--- src/rtl/pcpi_coproc_dispatch.sv ---
// PCPI dispatcher: decodes custom R-type insns and runs one of NUM_UNITS units over STB/BUSY handshakes.
// Optional EXEC watchdog enabled by defining COPROC_TIMEOUT_EN.
module pcpi_coproc_dispatch #(
    parameter int         NUM_UNITS = 6,
    parameter int         RES_W     = 32,
    parameter int         SIGN_EXT  = 0,
    parameter logic [6:0] OPCODE    = 7'b0110011,
    parameter logic [6:0] FUNCT7    = 7'b0000001,
    parameter int         TIMEOUT   = 1024
) (
    input  logic                       clk,
    input  logic                       rst,
    input  logic                       pcpi_valid,
    input  logic [31:0]                pcpi_insn,
    input  logic [31:0]                pcpi_rs1,
    input  logic [31:0]                pcpi_rs2,
    output logic                       pcpi_wr,
    output logic [31:0]                pcpi_rd,
    output logic                       pcpi_wait,
    output logic                       pcpi_ready,
    output logic [31:0]                unit_op_a,
    output logic [31:0]                unit_op_b,
    output logic [NUM_UNITS-1:0]       unit_in_stb,
    input  logic [NUM_UNITS-1:0]       unit_in_busy,
    input  logic [NUM_UNITS*RES_W-1:0] unit_result,
    input  logic [NUM_UNITS-1:0]       unit_out_stb,
    output logic [NUM_UNITS-1:0]       unit_out_busy
);
    localparam int SEL_W = (NUM_UNITS > 1) ? $clog2(NUM_UNITS) : 1;

    localparam logic [2:0] S_IDLE  = 3'd0;
    localparam logic [2:0] S_ISSUE = 3'd1;
    localparam logic [2:0] S_EXEC  = 3'd2;
    localparam logic [2:0] S_WB    = 3'd3;
    localparam logic [2:0] S_DRAIN = 3'd4;

    logic [2:0]           state;
    logic [SEL_W-1:0]     sel;
    logic [31:0]          wb_data;
    logic                 match;
    logic                 out_hit;
    logic [RES_W-1:0]     sel_res;
    logic [31:0]          sel_ext;
    logic [NUM_UNITS-1:0] sel_oh;
    logic                 unused_insn;

    assign unused_insn = ^{pcpi_insn[24:15], pcpi_insn[11:7]};

    assign match = pcpi_valid && (pcpi_insn[6:0] == OPCODE) && (pcpi_insn[31:25] == FUNCT7)
                   && ({1'b0, pcpi_insn[14:12]} < 4'(NUM_UNITS));

    assign sel_res = unit_result[sel*RES_W +: RES_W];
    assign sel_oh  = NUM_UNITS'(1) << sel;
    // out_busy is a one-cycle pulse; gating on it stops a held out_stb being taken twice
    assign out_hit = unit_out_stb[sel] && !unit_out_busy[sel];

    generate
        if (RES_W < 32) begin : g_ext
            assign sel_ext = (SIGN_EXT != 0) ? {{(32-RES_W){sel_res[RES_W-1]}}, sel_res}
                                             : {{(32-RES_W){1'b0}}, sel_res};
        end else begin : g_pass
            assign sel_ext = sel_res;
        end
    endgenerate

`ifdef COPROC_TIMEOUT_EN
    localparam int CNT_W = $clog2(TIMEOUT);
    logic [CNT_W-1:0]     to_cnt;
    // units that timed out still owe one out_stb, which must be swallowed later
    logic [NUM_UNITS-1:0] stale;
`endif

    always_ff @(posedge clk) begin
        if (!rst) begin
            state         <= S_IDLE;
            sel           <= '0;
            wb_data       <= '0;
            pcpi_wr       <= 1'b0;
            pcpi_rd       <= '0;
            pcpi_wait     <= 1'b0;
            pcpi_ready    <= 1'b0;
            unit_op_a     <= '0;
            unit_op_b     <= '0;
            unit_in_stb   <= '0;
            unit_out_busy <= '0;
`ifdef COPROC_TIMEOUT_EN
            to_cnt        <= '0;
            stale         <= '0;
`endif
        end else begin
            pcpi_ready    <= 1'b0;
            pcpi_wr       <= 1'b0;
            pcpi_rd       <= '0;
            unit_out_busy <= '0;
            case (state)
                S_IDLE: begin
                    // the core still holds valid during the ready cycle; don't re-claim it
                    if (match && !pcpi_ready) begin
                        unit_op_a   <= pcpi_rs1;
                        unit_op_b   <= pcpi_rs2;
                        sel         <= SEL_W'(pcpi_insn[14:12]);
                        unit_in_stb <= NUM_UNITS'(1) << pcpi_insn[14:12];
                        pcpi_wait   <= 1'b1;
                        state       <= S_ISSUE;
                    end
                end
                S_ISSUE: begin
                    if (!pcpi_valid) begin
                        unit_in_stb <= '0;
                        pcpi_wait   <= 1'b0;
                        state       <= S_IDLE;
                    end else if (unit_in_busy[sel]) begin
                        unit_in_stb <= '0;
                        state       <= S_EXEC;
`ifdef COPROC_TIMEOUT_EN
                        to_cnt      <= '0;
`endif
                    end
                end
                S_EXEC: begin
                    if (!pcpi_valid) begin
                        pcpi_wait <= 1'b0;
                        state     <= S_DRAIN;
                    end
`ifdef COPROC_TIMEOUT_EN
                    else if (stale[sel] && out_hit) begin
                        unit_out_busy <= sel_oh;
                        stale[sel]    <= 1'b0;
                    end
`endif
                    else if (out_hit) begin
                        wb_data       <= sel_ext;
                        unit_out_busy <= sel_oh;
                        state         <= S_WB;
                    end
`ifdef COPROC_TIMEOUT_EN
                    else if (to_cnt == CNT_W'(TIMEOUT-1)) begin
                        wb_data    <= 32'hFFFF_FFFF;
                        stale[sel] <= 1'b1;
                        state      <= S_WB;
                    end else begin
                        to_cnt <= to_cnt + 1'b1;
                    end
`endif
                end
                S_WB: begin
                    pcpi_ready <= 1'b1;
                    pcpi_wr    <= 1'b1;
                    pcpi_rd    <= wb_data;
                    pcpi_wait  <= 1'b0;
                    state      <= S_IDLE;
                end
                S_DRAIN: begin
                    if (out_hit) begin
                        unit_out_busy <= sel_oh;
                        state         <= S_IDLE;
`ifdef COPROC_TIMEOUT_EN
                        stale[sel]    <= 1'b0;
`endif
                    end
                end
                default: state <= S_IDLE;
            endcase
        end
    end
endmodule

--- config.mk ---
export PLATFORM = sky130hd
export DESIGN_NAME = pcpi_coproc_dispatch
export DESIGN_NICKNAME = d
export VERILOG_FILES = /design/src/rtl/pcpi_coproc_dispatch.sv
export SDC_FILE = /design/constraint.sdc
export NUM_CORES = 1
export LEC_CHECK = 0
export ABC_AREA = 1
export BUFFER_PORTS_ARGS = -buffer_cell sky130_fd_sc_hd__clkbuf_2
export CAP_MARGIN = 20
export CORE_AREA = 2 2 161 163
export CTS_CLUSTER_DIAMETER = 30
export DETAILED_ROUTE_END_ITERATION = 10
export DIE_AREA = 0 0 163 165
export PLACE_DENSITY = 0.58
export SETUP_SLACK_MARGIN = 0.2
export SYNTH_ARGS = -nofsm -noshare
export SYNTH_HDL_FRONTEND = slang
export SYNTH_SLANG_ARGS = --single-unit
export TNS_END_PERCENT = 50
--- constraint.sdc ---
create_clock -name clk -period 2.2 [get_ports clk]
set_input_delay 0.11 -clock clk [delete_from_list [all_inputs] [get_ports clk]]
set_output_delay 0.11 -clock clk [all_outputs]
set_load 0.005 [all_outputs]
### After elaboration in Yosys (flattened, before gate mapping)

Index checks and enable logic that the tools add are counted.

* memories: 0
* input bits: 303
* latch bits: 0
* memory bits (read-only): 0
* word-level logic and storage cells: 67
* bits in registers: 148
* memory bits (writable): 0

* multiplexer cells: 24
* add/subtract/negate cells: 0
* shift-type cells: 3
* equal/unequal tests: 11
* reduce and logical (&&, ||, !) cells: 17
* divide/modulo/power cells: 0
* bitwise operators: 0
* multipliers: 0
* order comparisons: 2

Operator list (count)
* 192-bit by 9-bit indexed part select with 32-bit output: 1
* 6-bit 2-to-1 mux: 5
* 6-bit one-hot mux with 2 select lines: 2
* 3-bit 2-to-1 mux: 6
* 3-bit one-hot mux with 4 select lines: 1
* 1-bit by 3-bit << shifter with 6-bit output (first input constant): 2
* 1-bit binary-select mux with 3-bit select: 3
* 3-bit AND reduction: 3
* 7-bit by 1-bit == test with 1-bit output (second input constant): 1
* 7-bit by 6-bit == test with 1-bit output (second input constant): 1
* 3-bit by 2-bit == test with 1-bit output (second input constant): 2
* 1-bit 2-to-1 mux: 6
* 2-bit inequality test (second input constant): 3
* 3-bit inequality test (second input constant): 2
* 1-bit logical AND: 5
* 3-bit by 4-bit < comparator with 1-bit output (second input constant): 1
* 2-bit AND reduction: 2
* 4-bit AND reduction: 1
* 3-bit by 1-bit == test with 1-bit output (second input constant): 1
* 3-bit == test (second input constant): 1
* 3-bit logical NOT: 1
* 3-bit < comparator (second input constant): 1
* 1-bit one-hot mux with 3 select lines: 1
* 3-bit nonzero test: 1
* 3 further kinds: 4

### Depth between registers and ports, before layout

Gate-level depths: netlist of the first run.

* depth in word-level cells: 7
* mapped depth: 13
* depth with buffers taken out: 13

### Worst setup path before layout of the first run

OpenSTA, ideal clock, no wires.

* path type: register -> register
* start point: register sel[0]
* end point: register wb_data[1]
* cell stages (with the launch flop): 11
* buffers on the path: 2
* required time: 2085 ps
* clock period less this slack: 1401 ps
* arrival time: 1286 ps
* path slack: 799 ps
* library setup time: 115 ps
* cells stage by stage: dfxtp_1 buf_6 nor2_4 nand2_1 nand2_1 nand4_2 nand2_4 nand2_4 buf_6 o21ai_1 nor2_1

* longest elaborated chain between the ends: 5

RTL lines
* start, declared: line 38 `logic [SEL_W-1:0] sel;`
* start signal, assigned: line 101 `sel <= SEL_W'(pcpi_insn[14:12]);`
* parallel branches: the longest is 5 deep, another holds 192-bit by 9-bit indexed part select with 32-bit output
* end signal, assigned: line 132 `wb_data <= sel_ext;`
* end, declared: line 39 `logic [31:0] wb_data;`

Parallel ways; which one is timed is not known. The select of a mux whose other input is x is not followed.
A chain may end at the register's enable or synchronous reset.

### Worst setup path in the final report of the first run

* start point: register sel[0]
* end point: register wb_data[27]

Same word-level chain as after synthesis.

==> flow_summary.yaml, run 1 <==
status:
  outcome: "finished clean"
critical_path:
  crit_path_end_kind: "flop"
  arrival_ps: 2110
  slowest_delay_ps: 320
  cp_cell_sequence: "buf_4 > nor2_4 > nand2_1 > nand2_1 > nand4_2 > nand2_4 > nand2_8 > buf_4 > o21ai_1 > nor2_1"
  critPathBufInv: 2
  critPathTopFamily: "simple AND/OR/NAND/NOR gates"
  path_max_fanout: 27
  worstPathRequired_ps: 2510
  crit_type: "reg2reg"
  critPathSlowestCell: "dfxtp_1"
  cp-start-kind: "flop"
placement:
  hpwl_mm: 19.8
  dp.cells: 1678
  dp_slack_ps: 306
  gp_congestion: 0.822
  place_area_um2: 9060
  portBuffers: 398
synth:
  ys_async_sr_fraction: 0
  ys_dominant_reg_cell: "dfxtp_1"
  syn_avg_cell_area_um2: 6.83
  ys_warn_count: 0
  synth_cell_types: 25
  synth_cells: 999
  synth_seq_cells: 148
  ys_seq_area_frac: 0.434
  syn_nets: 1302
  synth_edf_count: 0
  syn_area_um2: 6820
timing:
  period_needed_ps: 1800
  period_share: 0.818
  slew_headroom: 0.537
  fmax_mhz: 556
  setup_viol: 0
  clock-skew-final_ps: 14.4
  post-route-worst-setup-slack_ps: 401
  rsz0062_at_grt: "false"
  hold_viol: 0
  setup_tns_ps: 0
  slew_viol_final: 0
  worst_pin_slew_ps: 695
routing:
  avgRoutedWirePerCell_um: 15.3
  drc: 0
  first_pass_iters: 5
  vias: 8081
  finalWirelength_mm: 27.1
  drtIter0Drc: 371
  ant_nets: 0
  vias_per_cell: 4.55
global_routing:
  track_usage: 0.195
  grt_start_max_net_pins: 107
  grt_pass1_vias: 7960
  grt_overflow: 0
  grt_pass1_wl_mm: 40.9
  antenna_found_initial: 2
cts:
  clockRootBuffer: "clkbuf_16"
  htree_levels: 4
  clock_path_buffers: 2
  cts_tree: "yes"
  insertion_delay_ps: 420
  numCtsBuffers: 17
  clock_sinks: 148
  path_clk_slew_ps: 70
floorplan:
  row_count: 58
  die_w_um: 163
  dieArea_um2: 26900
  io_pins: 414
  start_util: 0.272
  core_um2: 25000
  chipHeight_um: 165
layout:
  final_nets: 1734
  layout_common_cells: "clkbuf_2 (397), nand2_1 (227), nor2_1 (218)"
  fin_cells: 1775
  fillers: 2632
  layout_commonest_cell: "clkbuf_2"
  layout-drive-gt1-share: 0.325
  area_delta_synth_final_pct: 51.5
  fin_area_um2: 10300
power:
  p_leak_nw: 5.09
  vdd_drop_max_uv: 399
  finalPower_w: 0.00730
  pwr_density_cell_nw_per_um2: 706
worst_hold_path:
  min_path_type: "in2reg"
job:
  maxCapViolations: 0
## state kept, by name, indices dropped and copies added (netlist names)
| signal | cells |
|---|---|
| unit_in_stb | 6 |
| sel | 3 |
| pcpi_wait | 1 |
| wb_data | 32 |
| unit_op_a | 32 |
| unit_op_b | 32 |
| pcpi_ready | 1 |
| pcpi_rd | 32 |
| state | 3 |
| unit_out_busy | 6 |
## final timing paths
check	endpoint	start	cells past startpoint	slack [ps]
setup / recovery	wb_data[27]	sel[0]	10	400
hold / removal	sel[0]	pcpi_insn[12]	3	50
setup reg to reg	wb_data[27]	sel[0]	10	400
hold reg to reg	pcpi_rd[7]	wb_data[7]	2	430
## where the power goes
part | switching, W | leakage [nW] | internal, W
Clock | 0.00133 | 0.299 | 0.00173
Sequential | 0.0000793 | 1.19 | 0.00281
Combinational | 0.000749 | 3.60 | 0.000601
Total | 0.00216 | 5.09 | 0.00514
## what timing repair did
| action | 4_1_cts | 5_1_grt |
|---|---|---|
| hold endpoints to repair | 64 | 0 |
| hold buffers | 64 | 0 |
| buffers inserted | 0 | 0 |
| resized for setup | 0 | 2 |
| setup endpoints to repair | 0 | 10 |
## cell type report
| cell class | count | area [um^2] | share of cell area |
|---|---|---|---|
| antenna | 1 | 2.50 | 0.000242 |
| tap | 330 | 413 | 0.0400 |
| inverter | 67 | 251 | 0.0243 |
| multi-input combinational | 716 | 3240 | 0.313 |
| clock buffer | 17 | 425 | 0.0412 |
| sequential | 148 | 2960 | 0.287 |
| clock inverter | 15 | 189 | 0.0183 |
| timing repair buffer | 481 | 2850 | 0.276 |
## worst min-delay path, delay by kind of cell
kind,cells,cell delay (ps)
buf+inv,2,230
compound gates,1,80
## layer usage
layer	GRT usage	vias to the layer above	routed length, um
li1	-	4098	-
met1	0.225	3620	11100
met2	0.356	332	13500
met3	0.0502	29	2070
met4	0.0551	2	469
met5	0	-	12
## synthesized netlist by cell type, types with 3 or more instances
cell | instances | area (um^2)
a211oi_1 | 3 | 22.5
a21oi_1 | 36 | 180
a22oi_1 | 32 | 240
buf_2 | 25 | 125
buf_4 | 12 | 90.1
buf_6 | 7 | 78.8
clkbuf_1 | 23 | 86.3
dfxtp_1 | 148 | 2960
inv_1 | 61 | 229
inv_2 | 6 | 22.5
nand2_1 | 227 | 852
nand3_1 | 14 | 70.1
nand4_1 | 41 | 257
nor2_1 | 218 | 818
nor2_2 | 3 | 18.8
nor2_4 | 4 | 45.0
nor3_1 | 3 | 15.0
o21ai_0 | 91 | 455
o21ai_1 | 37 | 185
## metrics by stage
stage               hold slack (ps)   util
global placement                331  0.362
global route                   57.9  0.413
floorplan                       245      -
CTS                            9.38  0.412
finish                         50.5  0.413
detailed placement              339  0.362
## cell families after synthesis
logic type	count (synthesis)	share of synthesized area
buf+inv	135	0.0932
flops	148	0.434
simple gates	517	0.314
compound gates	199	0.159
Note: power is estimated with default switching activity, not from simulation.
==> run 2: changes to the inputs <==
--- a/config.mk
+++ b/config.mk
@@ -12,7 +12,7 @@
 export CTS_CLUSTER_DIAMETER = 30
 export DETAILED_ROUTE_END_ITERATION = 10
 export DIE_AREA = 0 0 163 165
-export PLACE_DENSITY = 0.58
+export PLACE_DENSITY = 0.6
 export SETUP_SLACK_MARGIN = 0.2
 export SYNTH_ARGS = -nofsm -noshare
 export SYNTH_HDL_FRONTEND = slang
==> constraint.sdc (replaced) <==
create_clock -name clk -period 1.45 [get_ports clk]
set_input_delay 0.0725 -clock clk [delete_from_list [all_inputs] [get_ports clk]]
set_output_delay 0.0725 -clock clk [all_outputs]
set_load 0.005 [all_outputs]
==> run 2 against run 1 <==
The run now ends with setup timing left. Register-to-register slack got worse by 610 ps. Sequential power increased by 52%. Fmax increased by 8.2%. Hold slack got worse by 10 ps. Critical endpoint is now wb_data[28]. Sequential share of layout area decreased by 3.5 points. Power increased by 68%. Die area unchanged. Non-clock buffer count increased by 85. Flip-flop and latch count unchanged. Largest power group unchanged. First-iteration DRC count increased by 7.0%. Routed wire length increased by 11%. Combinational power increased by 120%.
==> flow_summary.yaml, run 2 (synthesis gave the netlist of run 1 again) <==
status:
  outcome: "complete, but fails checks"
  violations: "setup timing"
critical_path:
  crit_type: "reg2reg"
  cp-start-kind: "flop"
  path_max_fanout: 8
  crit_path_end_kind: "flop"
  rr_startpoint: "sel[1]"
  r2r_setup_slack_ps: -210
  worstPathRequired_ps: 1760
  crit_path_start: "sel[1]"
  ff2ff_path_depth: 12
  worstReg2RegEnd: "wb_data[28]"
  arrival_ps: 1970
worst_hold_path:
  hold_depth: 4
  min_path_type: "in2reg"
  holdCritStartpoint: "pcpi_valid"
  holdPathEnd: "state[2]"
timing:
  setup_viol: 98
  post-route-worst-setup-slack_ps: -212
  hold_viol: 0
  slew_headroom: 0.673
  period_needed_ps: 1660
  fmax_mhz: 602
  worst_pin_slew_ps: 491
  slew_viol_final: 0
  clock-skew-final_ps: 12.6
  period_share: 1.15
  rsz0062_at_grt: "true"
layout:
  layout_commonest_cell: "clkbuf_2"
  fin_cells: 1866
  fillers: 2505
  layout-drive-gt1-share: 0.412
  layout_common_cells: "clkbuf_2 (397), nor2_1 (215), nand2_1 (215)"
  fin_area_um2: 11800
  area_delta_synth_final_pct: 73.2
  multi_input_area_um2: 3610
  final_nets: 1820
  utilization: 0.472
  seqCellArea_um2: 2970
routing:
  ant_nets: 0
  vias: 8616
  vias_per_cell: 4.62
  avgRoutedWirePerCell_um: 16.1
  drc: 0
  first_pass_iters: 4
  finalWirelength_mm: 30.0
  drtIter0Drc: 397
power:
  pwr_density_cell_nw_per_um2: 1040
  vdd_drop_max_uv: 665
  finalPower_w: 0.0123
  p_leak_nw: 5.74
cts:
  numCtsBuffers: 17
  path_clk_slew_ps: 70
  htree_levels: 4
  cts_tree: "yes"
  insertion_delay_ps: 420
  clock_path_buffers: 2
  clockRootBuffer: "clkbuf_16"
  clock_sinks: 148
placement:
  portBuffers: 398
  place_area_um2: 9630
  dp_slack_ps: -290
  dp.cells: 1730
  gp_congestion: 0.880
  hpwl_mm: 21.0
global_routing:
  grt_pass1_vias: 8373
  grtUsageMet2: 0.381
  grt_start_max_net_pins: 107
  met3_usage: 0.0635
  grt_use_met1: 0.230
  grt_overflow: 0
  grt_pass1_wl_mm: 43.4
  track_usage: 0.209
  antenna_found_initial: 8
  grt_busiest_layer: "met2"
floorplan:
  die_w_um: 163
  chipHeight_um: 165
  core_um2: 25000
  dieArea_um2: 26900
  row_count: 58
  io_pins: 414
  start_util: 0.272
job:
  maxCapViolations: 0
## run 2: cell types whose count changed in the layout (fill, tap and decap cells not counted), moves of 5 or more
cell / before / now
nand2_2: 2 / 9
a21oi_2: 0 / 25
buf_6: 0 / 20
o21ai_2: 0 / 19
o21ai_0: 91 / 76
a21oi_1: 36 / 7
nand2_1: 227 / 215
buf_4: 13 / 55
nand2_4: 1 / 6
buf_12: 6 / 20
diode_2: 1 / 6
## run 2: worst max-delay path, stage by stage, from the launching register on
cell,delay (ps)
dfxtp_2,340
buf_12,130
nand2_1,90
inv_2,100
nand2_1,60
nand3_1,90
nand2_2,80
nand2_4,130
buf_12,150
nand2_8,70
buf_6,140
o21ai_1,120
nor2_1,50
## run 2: worst max path at each step
| stage | end | slack [ps] | cells past startpoint |
|---|---|---|---|
| final | wb_data[28] | -210 | 12 |
| after global routing | wb_data[29] | -300 | 12 |
| after CTS | wb_data[29] | -160 | 11 |
| after detailed placement | wb_data[19] | -290 | 9 |
| after global placement | wb_data[24] | -230 | 11 |
| after floorplan | wb_data[1] | 50 | 11 |
## run 2: report_power, final
part | leakage, nW | switching (W) | total, W | internal, W
Sequential | 1.20 | 0.000138 | 0.00440 | 0.00426
Combinational | 4.22 | 0.00151 | 0.00298 | 0.00147
Clock | 0.316 | 0.00206 | 0.00487 | 0.00281
## run 2: what timing repair did
item	4_1_cts	5_1_grt
endpoints found under the hold margin	65	0
setup endpoints to repair	116	147
resized for setup	77	63
pin swaps	37	24
hold buffers	65	0
gates cloned	5	5
buffers inserted	17	6
## run 2: cell type report
| class | instances | area share |
|---|---|---|
| Clock inverter | 15 | 0.0179 |
| Timing Repair Buffer | 566 | 0.330 |
| Clock buffer | 17 | 0.0360 |
| Sequential cell | 148 | 0.252 |
| Antenna cell | 6 | 0.00127 |
| Multi-Input combinational cell | 717 | 0.305 |
| Inverter | 67 | 0.0224 |
| Tap cell | 330 | 0.0350 |
## run 2: routing by layer
layer | share of wire | routed length [um] | vias up
met3 | 0.076 | 2290 | 51
met1 | 0.39 | 11600 | 3922
li1 | - | - | 4284
met4 | 0.024 | 707 | 6
met2 | 0.51 | 15400 | 353
met5 | 0.0013 | 40 | -
## run 2: metrics by stage
step	hold slack, ps	setup TNS, ps
floorplan	207	0
global placement	295	-9680
detailed placement	302	-11210
CTS	6.46	-9670
global route	20.9	-18800
finish	40.5	-8860
==> run 3: changes to the inputs <==
--- a/config.mk
+++ b/config.mk
@@ -5,13 +5,12 @@
 export SDC_FILE = /design/constraint.sdc
 export NUM_CORES = 1
 export LEC_CHECK = 0
-export ABC_AREA = 1
 export BUFFER_PORTS_ARGS = -buffer_cell sky130_fd_sc_hd__clkbuf_2
 export CAP_MARGIN = 20
-export CORE_AREA = 2 2 161 163
+export CORE_AREA = 2 2 162 164
 export CTS_CLUSTER_DIAMETER = 30
 export DETAILED_ROUTE_END_ITERATION = 10
-export DIE_AREA = 0 0 163 165
+export DIE_AREA = 0 0 164 166
 export PLACE_DENSITY = 0.6
 export SETUP_SLACK_MARGIN = 0.2
 export SYNTH_ARGS = -nofsm -noshare
==> run 3 against run 2 <==
The run still ends with setup timing left. Flip-flop and latch count unchanged. Sequential power decreased by 7.7%. Critical path type unchanged. Hold slack improved by 17 ps. Combinational power decreased by 71%. Non-clock buffer count decreased by 33. Power decreased by 20%. Cell count decreased by 22%. Register-to-register slack got worse by 140 ps. Synthesized cell count decreased by 38%.
==> flow_summary.yaml, run 3 <==
status:
  outcome: "complete, but fails checks"
  violations: "setup timing"
routing:
  first_pass_iters: 6
  drc: 0
  drtIter0Drc: 299
  vias: 6722
  ant_nets: 0
  avgRoutedWirePerCell_um: 17.7
  vias_per_cell: 4.60
  finalWirelength_mm: 25.9
synth:
  synth_cell_types: 40
  ys_seq_area_frac: 0.428
  synth_top_area_cell: "dfxtp_1"
  ys_async_sr_fraction: 0
  syn_avg_cell_area_um2: 11.2
  synth_cells: 616
  synthTopCellsByArea: "dfxtp_1 (43%), mux2i_1 (16%), mux4_2 (11%), nor2b_1 (6.3%), o211a_1 (4.6%)"
  ys_dominant_reg_cell: "dfxtp_1"
  synthTopCellsByCount: "dfxtp_1 (148), mux2i_1 (109), nor2b_1 (70)"
  synth_top_area_frac: 0.428
  syn_area_um2: 6930
  synth_edf_count: 0
  yosysMostFrequentCell: "dfxtp_1"
  synth_seq_cells: 148
  syn_nets: 919
  ys_warn_count: 0
critical_path:
  crit_path_end_kind: "flop"
  ff2ff_path_depth: 6
  arrival_ps: 2100
  rr_startpoint: "sel[0]"
  critPathBufInv: 2
  critPathSlowestCell: "mux4_2"
  crit_type: "reg2reg"
  r2r_setup_slack_ps: -350
  critPathTopFamily: "multiplexers"
  worstReg2RegEnd: "wb_data[15]"
  worstPathRequired_ps: 1760
  slowest_delay_ps: 530
  cp-start-kind: "flop"
  path_max_fanout: 8
  cp_cell_sequence: "mux4_2 > inv_2 > o22ai_4 > buf_12 > and2_4 > o211a_1"
layout:
  layout_common_cells: "clkbuf_2 (397), dfxtp_1 (144), mux2i_1 (103)"
  layout_commonest_cell: "clkbuf_2"
  final_nets: 1418
  multi_input_area_um2: 3910
  layout-drive-gt1-share: 0.515
  fin_cells: 1462
  area_delta_synth_final_pct: 65.6
  seqCellArea_um2: 2970
  antenna_cells_inserted: 0
  utilization: 0.448
  fillers: 2404
placement:
  portBuffers: 398
  hpwl_mm: 18.5
  gp_congestion: 0.802
  dp.cells: 1342
  dp_slack_ps: -578
worst_hold_path:
  min_path_type: "in2reg"
  hold_depth: 4
  holdCritStartpoint: "pcpi_insn[13]"
  holdPathEnd: "unit_in_stb[2]"
timing:
  hold_viol: 0
  worst_pin_slew_ps: 652
  setup_viol: 115
  clock-skew-final_ps: 7.04
  slew_viol_final: 0
  slew_headroom: 0.566
  post-route-worst-setup-slack_ps: -347
  rsz0062_at_grt: "true"
  period_share: 1.24
  period_needed_ps: 1800
  fmax_mhz: 556
global_routing:
  grt_pass1_vias: 6953
  grt_overflow: 0
  track_usage: 0.188
  grt_start_max_net_pins: 75
  antenna_found_initial: 1
  grt_pass1_wl_mm: 38.9
power:
  vdd_drop_max_uv: 523
  switching_share: 0.215
  intPower_w: 0.00772
  p_leak_nw: 5.22
  pwr-share-clk: 0.498
  p_comb_frac: 0.088
  pwr_density_cell_nw_per_um2: 856
  finalPower_w: 0.00982
  switching_power_w: 0.00211
  seqPwrFrac: 0.413
cts:
  insertion_delay_ps: 420
  clock_sinks: 148
  htree_levels: 4
  numCtsBuffers: 17
  cts_tree: "yes"
  path_clk_slew_ps: 60
  clock_path_buffers: 2
  clockRootBuffer: "clkbuf_16"
floorplan:
  dieArea_um2: 27200
  die_w_um: 164
  row_count: 59
  start_util: 0.270
  io_pins: 414
  core_um2: 25600
  chipHeight_um: 166
job:
  maxCapViolations: 0
run 3: cell count changes in the layout (fill, tap and decap cells not counted), sizes merged, moves of 33 or more:
cell    before  now
a21oi       36    1
and2         0   38
inv         77    8
mux2i        0  109
mux4         0   33
nand2      232   16
nand2b       0   37
nand4       42    2
nor2       225    4
nor2b        0   70
o21ai      128    2
run 3: timing repair:
| item | 4_1_cts | 5_1_grt |
|---|---|---|
| endpoints found under the hold margin | 66 | 0 |
| gates resized for setup | 38 | 34 |
| pin swaps | 5 | 8 |
| setup endpoints to repair | 147 | 147 |
| buffers inserted | 11 | 3 |
| cloned | 9 | 1 |
| hold buffers | 65 | 0 |
run 3: worst max path at each step:
stage               depth (start not counted)        endpoint  slack [ps]  startpoint
global placement                            6  unit_in_stb[3]        -540      sel[0]
floorplan                                   7     wb_data[10]        -220      sel[0]
global route                                9   unit_op_b[10]        -470  pcpi_ready
CTS                                         6     wb_data[30]        -340      sel[0]
detailed placement                          6  unit_in_stb[0]        -580      sel[0]
finish                                      6     wb_data[15]        -350      sel[0]
run 3: routing by layer:
layer / GRT usage / part of all wire / vias to the layer above
met5: 0 / 0.00031 / -
met4: 0.0515 / 0.017 / 2
met3: 0.0549 / 0.062 / 30
met2: 0.299 / 0.47 / 224
met1: 0.247 / 0.45 / 3206
li1: - / - / 3260
run 3: through the flow:
stage	cell area, um^2	setup TNS (ps)	hold slack (ps)
final	11500	-30460	57.7
after global placement	9540	-44900	328
after CTS	11300	-26800	40.6
after global routing	11500	-40940	60.5
after detailed placement	9540	-44070	337
after floorplan	7030	-14530	189
run 3: cells by family (layout without fill, tap and decap cells):
logic type	count (synthesis)	in the layout	share of synthesized area
adder cells (fa/ha/maj)	1	1	0.00145
AO/OA/AOI/OAI	76	76	0.0994
AND/OR/NAND/NOR	187	190	0.165
flip-flops	148	148	0.428
multiplexers	143	143	0.266
buffers and inverters	61	569	0.0405
run 3: layout make-up:
type	instances	share of cell area
inverter	5	0.00164
clock buffer	19	0.0386
sequential	148	0.259
timing repair buffer	533	0.305
clock inverter	12	0.0176
tap	335	0.0365
multi-input combinational	410	0.341
run 3: power by group through the flow:
| stage | clock network (W) | registers [W] | logic [W] |
|---|---|---|---|
| after floorplan | 0 | 0.00416 | 0.000219 |
| after global placement | 0 | 0.00415 | 0.000698 |
| after detailed placement | 0 | 0.00415 | 0.000703 |
| after CTS | 0.00504 | 0.00406 | 0.000857 |
| after global routing | 0.00519 | 0.00406 | 0.000937 |
| final | 0.00490 | 0.00406 | 0.000866 |
run 3: worst register-to-register path: cells and delay by family, from the launching register on:
| kind | cells | cell delay (ps) |
|---|---|---|
| AOI/OAI and AO/OA | 2 | 300 |
| muxes | 1 | 530 |
| buffers and inverters | 2 | 240 |
| and+or+nand+nor | 1 | 200 |
| DFF | 1 | 420 |
